## config.mk

```make
export PLATFORM = sky130hd
export DESIGN_NAME = updown_counter_mod_flat
export DESIGN_NICKNAME = d
export VERILOG_FILES = /design/src/rtl/updown_counter_mod_pkg.sv /design/src/rtl/updown_counter_mod_if.sv /design/src/rtl/updown_counter_next.sv /design/src/rtl/updown_counter_mod.sv /design/src/flat_wrapper.sv
export SDC_FILE = /design/constraint.sdc
export NUM_CORES = 1
export LEC_CHECK = 0
export BUFFER_PORTS_ARGS = -buffer_cell sky130_fd_sc_hd__buf_2
export CELL_PAD_IN_SITES_DETAIL_PLACEMENT = 1
export CELL_PAD_IN_SITES_GLOBAL_PLACEMENT = 1
export CORE_ASPECT_RATIO = 1.25
export CORE_MARGIN = 8
export CORE_UTILIZATION = 37
export CTS_BUF_LIST = sky130_fd_sc_hd__clkbuf_2
export DETAILED_ROUTE_END_ITERATION = 8
export GPL_TIMING_DRIVEN = 0
export PLACE_DENSITY = 0.77
export SYNTH_ARGS = -nofsm -noshare
export SYNTH_HDL_FRONTEND = slang
export SYNTH_SLANG_ARGS = --single-unit
```

## constraint.sdc

```tcl
create_clock -name clk -period 2.2 [get_ports clk]
set_clock_uncertainty 0.2 [all_clocks]
set_input_delay 0.44 -clock clk [delete_from_list [all_inputs] [get_ports clk]]
set_output_delay 0.44 -clock clk [all_outputs]
set_load 0.005 [all_outputs]
```

## src/rtl/updown_counter_mod_pkg.sv

```systemverilog
// Shared types for the up/down counter: count direction and boundary behaviour.
package counter_pkg;

  typedef enum logic {
    DIR_DOWN = 1'b0,
    DIR_UP   = 1'b1
  } dir_e;

  typedef enum logic {
    MODE_WRAP = 1'b0,
    MODE_SAT  = 1'b1
  } bnd_mode_e;

endpackage

```

## src/rtl/updown_counter_mod_if.sv

```systemverilog
// Control/status bundle of the up/down counter; master drives controls, slave is the counter.
interface updown_counter_mod_if #(
  parameter int unsigned WIDTH = 8
);

  logic             en;
  logic             mod;
  logic             sat;
  logic             load;
  logic [WIDTH-1:0] load_val;
  logic [WIDTH-1:0] limit;
  logic             clr_ovf;
  logic [WIDTH-1:0] count;
  logic             tc;
  logic             ovf;

  modport master (
    output en, mod, sat, load, load_val, limit, clr_ovf,
    input  count, tc, ovf
  );

  modport slave (
    input  en, mod, sat, load, load_val, limit, clr_ovf,
    output count, tc, ovf
  );

endinterface

```

## src/rtl/updown_counter_next.sv

```systemverilog
// Combinational step of the counter: next value for one enabled step and whether a bound was hit.
module updown_counter_next
  import counter_pkg::*;
#(
  parameter int unsigned WIDTH = 8
) (
  input  logic [WIDTH-1:0] count,
  input  logic [WIDTH-1:0] limit,
  input  dir_e             dir,
  input  bnd_mode_e        mode,
  output logic [WIDTH-1:0] next_count,
  output logic             at_bound
);

  // Bound checks precede the add/subtract, so the WIDTH-bit value never rolls over natively.
  always_comb begin
    next_count = count;
    at_bound   = 1'b0;
    if (dir == DIR_UP) begin
      if (count >= limit) begin
        at_bound   = 1'b1;
        next_count = (mode == MODE_SAT) ? limit : '0;
      end else begin
        next_count = count + WIDTH'(1);
      end
    end else begin
      if (count == '0) begin
        at_bound   = 1'b1;
        next_count = (mode == MODE_SAT) ? '0 : limit;
      end else if (count > limit) begin
        // Pull back into range after limit was lowered below the current count.
        next_count = limit;
      end else begin
        next_count = count - WIDTH'(1);
      end
    end
  end

endmodule

```

## src/rtl/updown_counter_mod.sv

```systemverilog
// Up/down modulo counter with load, wrap/saturate, terminal-count pulse and sticky overflow.
module updown_counter_mod
  import counter_pkg::*;
#(
  parameter int unsigned WIDTH   = 8,
  parameter int unsigned RST_VAL = 0
) (
  input logic                 clk,
  input logic                 rst,
  updown_counter_mod_if.slave bus
);

  localparam logic [WIDTH-1:0] RstCount = WIDTH'(RST_VAL);

  logic [WIDTH-1:0] count_q, count_d;
  logic             tc_q, tc_d;
  logic             ovf_q, ovf_d;
  logic [WIDTH-1:0] step_count;
  logic             step_bound;
  logic [WIDTH-1:0] load_clip;

  updown_counter_next #(
    .WIDTH (WIDTH)
  ) u_next (
    .count      (count_q),
    .limit      (bus.limit),
    .dir        (dir_e'(bus.mod)),
    .mode       (bnd_mode_e'(bus.sat)),
    .next_count (step_count),
    .at_bound   (step_bound)
  );

  assign load_clip = (bus.load_val > bus.limit) ? bus.limit : bus.load_val;

  always_comb begin
    count_d = count_q;
    tc_d    = 1'b0;
    if (bus.load) begin
      count_d = load_clip;
    end else if (bus.en) begin
      count_d = step_count;
      tc_d    = step_bound;
    end
    // A fresh terminal count beats a simultaneous clear.
    ovf_d = tc_d | (ovf_q & ~bus.clr_ovf);
  end

  always_ff @(posedge clk) begin
    if (rst) begin
      count_q <= RstCount;
      tc_q    <= 1'b0;
      ovf_q   <= 1'b0;
    end else begin
      count_q <= count_d;
      tc_q    <= tc_d;
      ovf_q   <= ovf_d;
    end
  end

  assign bus.count = count_q;
  assign bus.tc    = tc_q;
  assign bus.ovf   = ovf_q;

  a_ctrl_known: assert property (@(posedge clk) !rst |-> !$isunknown({bus.mod, bus.en, bus.load}));

  a_count_in_range: assert property (@(posedge clk)
    $past(!rst && (bus.load || bus.en)) |-> bus.count <= $past(bus.limit));

  a_tc_pulse: assert property (@(posedge clk)
    (bus.tc && $past(bus.tc)) |-> $past(bus.en && !bus.load && !rst));

endmodule

```

## src/flat_wrapper.sv

```systemverilog
// flat-port wrapper written by rule: the top's interface ports become plain ports
module updown_counter_mod_flat import counter_pkg::*;
#(
  parameter int unsigned WIDTH   = 8,
  parameter int unsigned RST_VAL = 0
)
  (clk, rst, bus_en, bus_mod, bus_sat, bus_load, bus_load_val, bus_limit, bus_clr_ovf, bus_count, bus_tc, bus_ovf);
  updown_counter_mod_if #(.WIDTH(WIDTH)) bus_i ();
  input logic clk;
  input logic rst;
  input wire logic [$bits(bus_i.en)-1:0] bus_en;
  input wire logic [$bits(bus_i.mod)-1:0] bus_mod;
  input wire logic [$bits(bus_i.sat)-1:0] bus_sat;
  input wire logic [$bits(bus_i.load)-1:0] bus_load;
  input wire logic [$bits(bus_i.load_val)-1:0] bus_load_val;
  input wire logic [$bits(bus_i.limit)-1:0] bus_limit;
  input wire logic [$bits(bus_i.clr_ovf)-1:0] bus_clr_ovf;
  output wire logic [$bits(bus_i.count)-1:0] bus_count;
  output wire logic [$bits(bus_i.tc)-1:0] bus_tc;
  output wire logic [$bits(bus_i.ovf)-1:0] bus_ovf;
  assign bus_i.en = bus_en;
  assign bus_i.mod = bus_mod;
  assign bus_i.sat = bus_sat;
  assign bus_i.load = bus_load;
  assign bus_i.load_val = bus_load_val;
  assign bus_i.limit = bus_limit;
  assign bus_i.clr_ovf = bus_clr_ovf;
  assign bus_count = bus_i.count;
  assign bus_tc = bus_i.tc;
  assign bus_ovf = bus_i.ovf;
  updown_counter_mod #(.WIDTH(WIDTH), .RST_VAL(RST_VAL)) u_core (.clk(clk), .rst(rst), .bus(bus_i));
endmodule
```

==> out/metrics.yaml <==
synthesis:
  async_reset_ff_share_pct: 0
  ys.flop_type: "dfxtp_1"
  synth-seq-cells: 10
  syn_area_sq_um: 1550
  yosysSeqAreaShare_pct: 12.9
  ys_warn_count: 0
  synth_nets: 245
  synth_edf_count: 0
  avgSynthCellArea_sq_um: 7.62
  ys_types: 47
  netlist_instances: 203
timing:
  rsz0062_at_grt: "yes"
  fin_ws_ns: -0.335
  period_share_pct: 115
  period_needed_ns: 2.54
  slew_viol_final: 0
  finalSetupViolations: 10
  relSlewSlack_pct: 60.9
  max_freq_ghz: 0.394
  whs_ns: 0.217
  hold_viol_final: 0
  worst_pin_slew_ns: 0.584
setup_path:
  critical_path_class: "register to register"
  reg2reg_from: "u_core.bus.count[1]"
  rr_worst_depth: 9
  rrSetupSlack_ns: -0.34
  cp-end-kind: "register"
  path_max_fanout: 4
  crit_required_ns: 2.17
  r2r_end: "u_core.bus.count[3]"
  cp_top_family: "compound AO/OA/AOI/OAI gates"
  cpPeakStageDelay_ns: 0.37
  worst-path-buf-inv: 2
  critPathLaunchType: "register"
  worstPathArrival_ns: 2.50
  crit_chain: "ha_4 > nor2b_1 > o211ai_1 > a31oi_2 > buf_4 > buf_6 > o41ai_2 > a31oi_1 > a2111oi_0"
  critPathSlowestCell: "dfxtp_4"
cts:
  clockRootBuffer: "clkbuf_2"
  htreeDepth: 1
  cts_made_buffers: 3
  clock_sinks: 10
  clkTransAtPathRegs_ns: 0.13
  clockBufferDepth: 2
  clkLatencyLatePin_ns: 0.28
  cts_tree: "done"
global_routing:
  antenna_found_initial: 0
  track_usage_pct: 18.4
  grt_pass1_wl_microns: 9320
  overflow: 0
  grt_max_degree: 11
  first_global_vias: 1884
pwr:
  p_leak_nw: 0.881
  power_density_nw_per_um2: 471
  switchingPower_mw: 0.481
  p_sw_share_pct: 47.3
  combinationalPowerShare_pct: 65.8
  p_clk_share_pct: 12.1
  intPower_mw: 0.535
  p_seq_share_pct: 22.1
  peakVddDrop_uv: 224
finish:
  syn_to_final_growth_pct: 39.5
  stdcell_area_sq_um: 2160
  post-route-util_pct: 53.0
  nets: 298
  final_cells: 311
  drive_above_1_share_pct: 39.6
  insertedDiodeCount: 0
worst_hold_path:
  hold_path.class: "primary input to register"
  min_to: "u_core.bus.ovf"
  min_path_cells: 3
  min_from: "bus_clr_ovf"
detailed_routing:
  route.detailed.drc: 0
  initialDrtViolationCount: 180
  routed_wl_microns: 6270
  wl_per_cell_microns: 20.2
  ant_nets: 0
  dr.pass1.iters: 4
  vias: 1897
  vias_per_cell: 6.10
placement:
  place_ws_ns: -0.567
  dp_cells: 289
  port_buffers: 30
  dpl.hpwl_microns: 4350
  placed_area_sq_um: 1810
  routabilityCongestion: 0.848
floorplan:
  dieArea_sq_um: 6520
  initial_utilization_pct: 38.0
  die_x_microns: 73.8
  rows: 26
  core_sq_um: 4070
  die_height_microns: 88.3
  pin_count: 33
status:
  outcome: "finished with violations"
  violations: "setup timing"
job:
  drv_cap: 0
## flip-flops by register name, indices dropped and copies added (netlist names)
register and flops:
u_core.bus.count 8, u_core.bus.ovf 1, u_core.bus.tc 1
## layout make-up
class                      instances  area [sq um]
timing repair buffer              48           304
buffer                            12          72.6
tap                               56          70.1
inverter                          14          68.8
fill                             525          1910
clock inverter                     1          3.75
sequential                        10           213
multi-input combinational        167          1410
clock buffer                       3          15.0
## cells in the mapped netlist, types with 3 or more instances
master / n / area (sq um)
ha_1: 19 / 238
a211oi_1: 15 / 113
a21oi_1: 15 / 75.1
inv_1: 13 / 48.8
nand2_1: 13 / 48.8
nor2_1: 13 / 48.8
dfxtp_1: 10 / 200
o211ai_1: 9 / 67.6
nand3_1: 7 / 35.0
a221oi_1: 6 / 52.6
clkbuf_1: 6 / 22.5
nor3_1: 6 / 30.0
xnor2_1: 6 / 52.6
nand4_1: 5 / 31.3
o32ai_1: 5 / 43.8
or4_1: 4 / 30.0
xor2_1: 4 / 35.0
a31oi_1: 3 / 18.8
nor2b_1: 3 / 18.8
o2111ai_1: 3 / 26.3
or2_2: 3 / 18.8
## cells in the final DEF, fill, tap and decap left out, drive strengths merged, types with 4 or more instances in the layout
master and count:
or4 4, nor3 6, o21ai 4, nand2 13, a21oi 15, nand4 5
o211ai 9, a211oi 15, buf 55, ha 19, o32ai 5, inv 12
nor2 13, xor2 4, dfxtp 10, nand3 7, clkbuf 8, a221oi 6
xnor2 6
## repair_timing
item                       4_1_cts  5_1_grt
hold buffers                     0        0
gates resized for setup         18       20
setup endpoints to repair       10       10
setup buffers                   16        2
pin swaps                        8       10
## how the worst max path moves through the flow
stage | startpoint | endpoint | depth (start not counted)
4_1_cts | u_core.bus.count[1] | u_core.bus.count[3] | 9
3_5_place_dp | bus_limit[7] | u_core.bus.count[3] | 10
6_report | u_core.bus.count[1] | u_core.bus.count[3] | 9
3_3_place_gp | bus_limit[1] | u_core.bus.count[4] | 9
5_1_grt | u_core.bus.count[1] | u_core.bus.count[6] | 9
2_1_floorplan | bus_limit[1] | u_core.bus.count[1] | 8
## metrics by stage
stage	setup TNS [ns]	total power [mW]
6_report	-2.37	1.02
5_1_grt	-2.88	1.08
4_1_cts	-1.39	0.939
3_5_place_dp	-5.13	0.748
3_3_place_gp	-5.07	0.740
2_1_floorplan	-0.328	0.589
## layer usage
| metal | up-vias | GRT usage, % | wire (microns) |
|---|---|---|---|
| met4 | 0 | 6.01 | 87 |
| met3 | 7 | 1.70 | 258 |
| met2 | 57 | 33.3 | 3220 |
| li1 | 901 | - | - |
| met5 | - | 0 | 0 |
| met1 | 932 | 21.8 | 2700 |
## tightest hold or removal path, stage by stage
cell and delay, ns:
buf_2 0.07, nand2b_1 0.10, a21oi_2 0.05
## cell families (layout without fill, tap and decap cells)
kind of cell             count (synthesis)  in the layout  share of synthesized area [%]
AO/OA/AOI/OAI                           76             76                           36.1
XOR/XNOR                                10             10                           5.66
adder cells (fa/ha/maj)                 19             19                           15.4
buffers and inverters                   26             78                           7.69
flip-flops                              10             10                           12.9
multiplexers                             2              2                           1.38
AND/OR/NAND/NOR                         60             60                           20.9
## power by group through the flow
| stage | logic, mW | clock network (mW) | registers [mW] |
|---|---|---|---|
| after floorplan | 0.361 | 0 | 0.228 |
| after global placement | 0.506 | 0 | 0.233 |
| after detailed placement | 0.514 | 0 | 0.234 |
| after CTS | 0.595 | 0.121 | 0.222 |
| after global routing | 0.718 | 0.133 | 0.227 |
| final | 0.668 | 0.122 | 0.225 |
(Power assumes the default switching activity.)
